File: config.mk
export PLATFORM = sky130hd
export DESIGN_NAME = seg7_scan_decoder
export DESIGN_NICKNAME = d
export VERILOG_FILES = /design/src/rtl/seg7_scan_decoder.sv
export SDC_FILE = /design/constraint.sdc
export NUM_CORES = 1
export LEC_CHECK = 0
export CAP_MARGIN = 40
export CELL_PAD_IN_SITES_DETAIL_PLACEMENT = 0
export CELL_PAD_IN_SITES_GLOBAL_PLACEMENT = 1
export CORE_UTILIZATION = 35
export DETAILED_ROUTE_END_ITERATION = 7
export GPL_ROUTABILITY_DRIVEN = 0
export GPL_TIMING_DRIVEN = 0
export PLACE_DENSITY = 0.75
export RECOVER_POWER = 25
export SYNTH_ARGS = -nofsm -noshare
export SYNTH_HDL_FRONTEND = slang
export SYNTH_SLANG_ARGS = --single-unit
File: constraint.sdc
create_clock -name clk -period 2.2 [get_ports clk]
set_input_delay 0.44 -clock clk [delete_from_list [all_inputs] [get_ports clk]]
set_output_delay 0.44 -clock clk [all_outputs]
set_load 0.05 [all_outputs]
File: src/rtl/seg7_scan_decoder.sv
// Recovers a six-digit BCD clock time from a multiplexed seven-segment display bus.
// Each digit is sampled once its select has been stable, and a frame is published after all six digits pass a range check.
module seg7_scan_decoder #(
    parameter int unsigned STABLE_CYCLES = 4
) (
    input  logic        clk,
    input  logic        resetn,
    input  logic [5:0]  scan_select,
    input  logic [6:0]  seg7,
    output logic [23:0] time_bcd,
    output logic        frame_valid,
    output logic        time_changed,
    output logic        seg_err,
    output logic        sel_err,
    output logic        range_err
);

    localparam logic [7:0] SAMPLE_CNT = 8'(STABLE_CYCLES - 1);

    logic [5:0]  prev_sel_q;
    logic [7:0]  stab_cnt_q, stab_cnt_d;
    logic [5:0]  mask_q, mask_d;
    logic [3:0]  shadow_q [6];
    logic [23:0] shadow_flat;
    logic [23:0] time_bcd_q;
    logic        frame_valid_q, time_changed_q, seg_err_q, sel_err_q, range_err_q;

    logic        sel_stable, sample_pt;
    logic [5:0]  sel_act;
    logic        one_sel, multi_sel;
    logic [3:0]  dec_val;
    logic        dec_hit;
    logic        capture, frame_done, range_ok;
    logic [5:0]  cap_en;

    assign sel_stable = (scan_select == prev_sel_q);
    assign sample_pt  = sel_stable && (stab_cnt_q == SAMPLE_CNT);

    // Select is active-low; clearing the lowest set bit leaves something only when two or more digits are driven.
    assign sel_act   = ~scan_select;
    assign multi_sel = |(sel_act & (sel_act - 6'd1));
    assign one_sel   = (sel_act != 6'd0) && !multi_sel;

    always_comb begin
        dec_val = 4'd0;
        dec_hit = 1'b1;
        case (seg7)
            7'b1111110: dec_val = 4'd0;
            7'b0110000: dec_val = 4'd1;
            7'b1101101: dec_val = 4'd2;
            7'b1111001: dec_val = 4'd3;
            7'b0110011: dec_val = 4'd4;
            7'b1011011: dec_val = 4'd5;
            7'b1011111: dec_val = 4'd6;
            7'b1110000: dec_val = 4'd7;
            7'b1111111: dec_val = 4'd8;
            7'b1111011: dec_val = 4'd9;
            default:    dec_hit = 1'b0;
        endcase
    end

    assign capture = sample_pt && one_sel && dec_hit;

    genvar gi;
    generate
        for (gi = 0; gi < 6; gi++) begin : g_digit
            assign cap_en[gi] = capture && sel_act[gi];
            assign shadow_flat[gi*4 +: 4] = shadow_q[gi];

            always_ff @(posedge clk) begin
                if (!resetn) begin
                    shadow_q[gi] <= 4'd0;
                end else if (cap_en[gi]) begin
                    shadow_q[gi] <= dec_val;
                end
            end
        end
    endgenerate

    assign frame_done = (mask_q == 6'h3F);
    assign range_ok   = (shadow_flat[23:20] <= 4'd2) &&
                        (shadow_flat[15:12] <= 4'd5) &&
                        (shadow_flat[7:4]   <= 4'd5) &&
                        ((shadow_flat[23:20] != 4'd2) || (shadow_flat[19:16] <= 4'd3));

    // A capture landing in the completion cycle starts the next frame instead of being dropped.
    assign mask_d = (frame_done ? 6'd0 : mask_q) | cap_en;

    always_comb begin
        stab_cnt_d = 8'd0;
        if (sel_stable) begin
            stab_cnt_d = (stab_cnt_q == 8'hFF) ? stab_cnt_q : stab_cnt_q + 8'd1;
        end
    end

    always_ff @(posedge clk) begin
        if (!resetn) begin
            prev_sel_q     <= 6'h3F;
            stab_cnt_q     <= 8'd0;
            mask_q         <= 6'd0;
            time_bcd_q     <= 24'h000000;
            frame_valid_q  <= 1'b0;
            time_changed_q <= 1'b0;
            seg_err_q      <= 1'b0;
            sel_err_q      <= 1'b0;
            range_err_q    <= 1'b0;
        end else begin
            prev_sel_q     <= scan_select;
            stab_cnt_q     <= stab_cnt_d;
            mask_q         <= mask_d;
            frame_valid_q  <= frame_done && range_ok;
            time_changed_q <= frame_done && range_ok && (shadow_flat != time_bcd_q);
            range_err_q    <= frame_done && !range_ok;
            seg_err_q      <= sample_pt && one_sel && !dec_hit;
            sel_err_q      <= sample_pt && multi_sel;
            if (frame_done && range_ok) begin
                time_bcd_q <= shadow_flat;
            end
        end
    end

    assign time_bcd     = time_bcd_q;
    assign frame_valid  = frame_valid_q;
    assign time_changed = time_changed_q;
    assign seg_err      = seg_err_q;
    assign sel_err      = sel_err_q;
    assign range_err    = range_err_q;

endmodule

**Word-level counts from Yosys, hierarchy flattened**

Memories as Yosys holds them, arrays and structs flattened.
Index checks and enable logic that the tools add are counted.

- Add/subtract/negate cells: 2
- $lt $le $gt $ge: 4
- Eq/ne operators: 16
- Mux-type cells: 28
- Bitwise operators: 9
- Reductions and logical operators: 26

Operators with widths:

| kind | count |
|---|---|
| == test 7 bit (second input constant) | 8 |
| one-hot mux 4 bit (9 select lines) | 1 |
| two-way mux 4 bit | 6 |
| inequality test 24 bit | 1 |
| two-way mux 1 bit | 20 |
| logical AND 1 bit | 18 |
| == test 7 x 6 -> 1 bit (second input constant) | 2 |
| OR reduction 10 bit | 1 |
| adder 8 x 1 -> 8 bit (second input constant) | 1 |
| == test 8 x 2 -> 1 bit (second input constant) | 1 |
| == test 8 bit (second input constant) | 1 |
| less-or-equal comparator 4 x 2 -> 1 bit (second input constant) | 2 |
| less-or-equal comparator 4 x 3 -> 1 bit (second input constant) | 2 |
| bitwise AND 6 bit | 1 |
| == test 6 bit | 1 |
| == test 6 bit (second input constant) | 1 |
| two-way mux 6 bit | 1 |
| inverter 6 bit | 1 |
| OR 1 bit | 6 |
| OR 6 bit | 1 |
| nonzero test 6 bit | 1 |
| OR reduction 6 bit | 1 |
| subtractor 6 x 1 -> 6 bit (second input constant) | 1 |
| inequality test 4 x 2 -> 1 bit (second input constant) | 1 |
| 3 further kinds | 5 |

- Bits in registers: 49
- RAM bits: 24
- Input port bits: 15
- Logic and storage cells: 95
- Memories: 1

Memories:

| name | depth | width | rd ports | clocked after Yosys merged registers in | write ports | line | RTL |
|---|---|---|---|---|---|---|---|
| shadow_q | 6 | 4 | 6 | 0 | 6 | 23 | `logic [3:0] shadow_q [6];` |

**Logic depth before layout (Yosys ltp)**

- Depth after elaboration: 13
- Mapped depth: 7
- Gate-level depth less buffers: 6

**Worst setup path after synthesis**

OpenSTA, ideal clock, no wires.

- Path kind: register to register
- Start point: register stab_cnt_q[0]
- End point: memory shadow_q[0][0] (enable)
- Library setup time: 0.345 ns
- Arrival time: 1.795 ns
- Data required time: 1.855 ns
- Path slack: 0.059 ns
- Stages on the path, launching flop included: 8
- Period minus slack after synthesis: 2.141 ns
- Path through: dfxtp_1 ha_1 nor4b_2 nand2_1 nor3_4 nand2_2 buf_4 o31ai_2

RTL lines:

| item | line | RTL |
|---|---|---|
| start, declared | 21 | `logic [7:0] stab_cnt_q, stab_cnt_d;` |
| start signal, assigned | 109 | `stab_cnt_q <= stab_cnt_d;` |
| end, declared | 23 |  |

==> flow_summary.toml <==
[detailed_routing]
drc_errors = 0
drtPass1Iterations = 4
detail_route.wl_per_cell_um = 14.6
vias = 2493
viasPerCell = 4.93
drt_iter0_drc = 88
antenna_left = 0
wirelength_um = 7400

[clock_network]
cts_buffer_depth = 2
clk_pin_slew_worst_paths_ns = 0.08
clk_latency_ns = 0.35
clkSinkCount = 73
cts_buffers = 9
cts_tree = "done"
cts_max_level = 3
cts_root_buf = "clkbuf_8"

[worst_setup_path]
cp_slowest_cell = "or3b_1"
rr_endpoint = "time_bcd[4]$_SDFFE_PN0P_"
critical_path.startpoint = "seg7[1]"
crit_required_ns = 2.23
crit_end = "shadow_q[2][2]$_SDFFCE_PN0P_"
crit_path_max_incr_delay_ns = 0.37
cp_num_buf_inv = 2
rr_worst_depth = 7
arrival_ns = 2.16
critPathMaxFanout = 7
critical_path_class = "in2reg"
cp_cell_sequence = "dlygate4sd2_1, nor4_2, or3b_1, o311ai_1, nor3_2, buf_6, o31ai_4"
cp.depth = 7
path_delay_family = "simple AND/OR/NAND/NOR gates"
cp-end-kind = "register"
cp-start-kind = "input pin"
timing.rr.start = "shadow_q[4][3]$_SDFFCE_PN0P_"
rrSetupSlack_ns = 0.14

[power]
vdd_drop_max_uv = 245
power_density_nw_per_um2 = 633
clkPwrFrac = 0.413
seqPwrFrac = 0.526
comb_power_share = 0.062
power.switching_uw = 647
switching_share = 0.239
internal-power_uw = 2060
leakage_uw = 0.00152

[sta]
max_freq_mhz = 471
final.setup.worst_slack_ns = 0.0762
hold_violations = 0
period_share = 0.965
fin_crit_ns = 2.12
skew_ns = 0.00950
setup_viol = 0
maxSlewViolCount = 0
worstMarginPinSlew_ns = 0.703
max_slew_margin = 0.529

[die]
initial_utilization = 0.362
rows = 35
die_w_um = 99.7
fp.dieH_um = 99.7
pin_count = 44
core_area_sq_um = 9240
die_area_sq_um = 9950

[layout]
area_growth_syn_to_layout_pct = 27.9
regArea_sq_um = 1710
nFillCells = 865
drive_above_1_share = 0.164
antennaDiodeCount = 0
layout.nets = 388
instances_no_fill = 506
multi_input_area_sq_um = 1650
final_core_util = 0.463

[global_routing]
antenna_found_initial = 0
grt_usage = 0.165
grt_pass1_vias = 2411
grt_max_degree = 14
grt_pass1_wl_um = 12400
overflow = 0

[synthesis]
synth_warnings = 0
yosysUniqueCellTypes = 50
synthTopCellsByCount = "dfxtp_1 (49), nor2_1 (47), edfxtp_1 (24), mux2i_1 (22), nand2_1 (21)"
synth-seq-cells = 73
synth_top_area_frac = 0.293
synthArstFlopShare = 0
synth_ff_type = "dfxtp_1"
synth_area_per_cell_sq_um = 10.7
netlist.top_cell.by_area = "dfxtp_1"
yosysSeqAreaShare = 0.509
synthCells = 313
syn_area_sq_um = 3340
synthTopCellsByArea = "dfxtp_1 (29%), edfxtp_1 (22%), mux2i_1 (6.6%)"
synth_edf_count = 24
syn-num-nets = 329
synth.most_common_cell = "dfxtp_1"

[run]
maxCapViolations = 0

[placement]
port_buffers = 38
dp.cells = 480
hpwl_um = 5320
dp_slack_ns = -0.789

[run_status]
outcome = "completed"

[worst_hold_path]
min_path_type = "reg2reg"
holdCritStartpoint = "mask_q[2]$_SDFF_PN0_"
registers in the layout, summed over array words and instances, names as in the netlist:
name and count:
mask_q 6, stab_cnt_q 8, sel_err 1, time_bcd 24, shadow_q 24, range_err 1, prev_sel_q 6, time_changed 1
frame_valid 1, seg_err 1
worst min-delay path, stage by stage (launching register included):
cell     delay (ns)
dfxtp_1        0.33
nand2_1        0.06
o31ai_2        0.05
cell usage in the layout (no fill, tap or decap), types with 6 or more instances in the layout:
master	instances
edfxtp_1	24
nand3_1	6
and3_1	7
dlygate4sd2_1	6
nor4_1	11
xor2_1	17
nand2b_1	7
nor3b_1	6
xnor2_1	17
o31ai_4	6
mux2i_1	22
dfxtp_1	47
clkbuf_8	9
nor2_1	47
buf_4	10
nand2_1	20
clkdlybuf4s50_1	30
nand4_1	8
layer usage:
| metal | global-route usage | share of wire | vias to the layer above |
|---|---|---|---|
| met3 | 0.0288 | 0.035 | 13 |
| met5 | 0 | 0 | - |
| met1 | 0.211 | 0.48 | 1179 |
| li1 | - | - | 1245 |
| met2 | 0.265 | 0.46 | 56 |
| met4 | 0.0905 | 0.022 | 0 |
timing repair:
item,4_1_cts,5_1_grt
endpoints found under the hold margin,0,0
endpoints found under the setup margin,24,45
gates resized for setup,19,14
pin swaps,7,11
hold buffers,0,0
setup buffers,3,7
through the flow:
| stage | total power [uW] | cell area, sq um | hold WS [ns] | setup TNS [ns] |
|---|---|---|---|---|
| after floorplan | 1550 | 3340 | 0.425 | 0 |
| after global placement | 1610 | 3880 | 0.440 | -25.08 |
| after detailed placement | 1610 | 3880 | 0.442 | -26.45 |
| after CTS | 2730 | 4190 | 0.460 | 0 |
| after global routing | 2810 | 4280 | 0.487 | -0.00472 |
| final | 2710 | 4280 | 0.466 | 0 |
cells by family (layout without fill, tap and decap cells):
group / after synthesis / in the layout / share of synthesized area
fa+ha+maj: 2 / 2 / 0.00674
mux: 22 / 22 / 0.0659
xor+xnor: 34 / 34 / 0.0891
flops: 73 / 73 / 0.509
simple gates: 135 / 135 / 0.219
compound gates: 31 / 31 / 0.0831
buf+inv: 16 / 80 / 0.0277
layout make-up:
cell class / count / share of cell area
clock buffers: 10 / 0.0348
clock inverters: 6 / 0.0152
well taps: 129 / 0.0378
inverters: 2 / 0.00263
multi-input cells: 224 / 0.385
repair buffers: 48 / 0.104
plain buffers: 14 / 0.0219
flip-flops and latches: 73 / 0.399
how the worst min path moves through the flow:
stage / cells after the start / to / slack, ns
floorplan: 2 / mask_q[0]$_SDFF_PN0_ / 0.42
global placement: 2 / mask_q[0]$_SDFF_PN0_ / 0.44
detailed placement: 2 / mask_q[0]$_SDFF_PN0_ / 0.44
CTS: 2 / mask_q[0]$_SDFF_PN0_ / 0.46
global route: 2 / mask_q[1]$_SDFF_PN0_ / 0.49
finish: 2 / mask_q[2]$_SDFF_PN0_ / 0.47
power by group through the flow:
stage	Clock, uW	Sequential, uW	Combinational, uW
after floorplan	0	1450	100
after global placement	0	1450	156
after detailed placement	0	1460	158
after CTS	1140	1420	168
after global routing	1200	1430	183
final	1120	1420	166
Note: power is estimated with default switching activity, not from simulation.
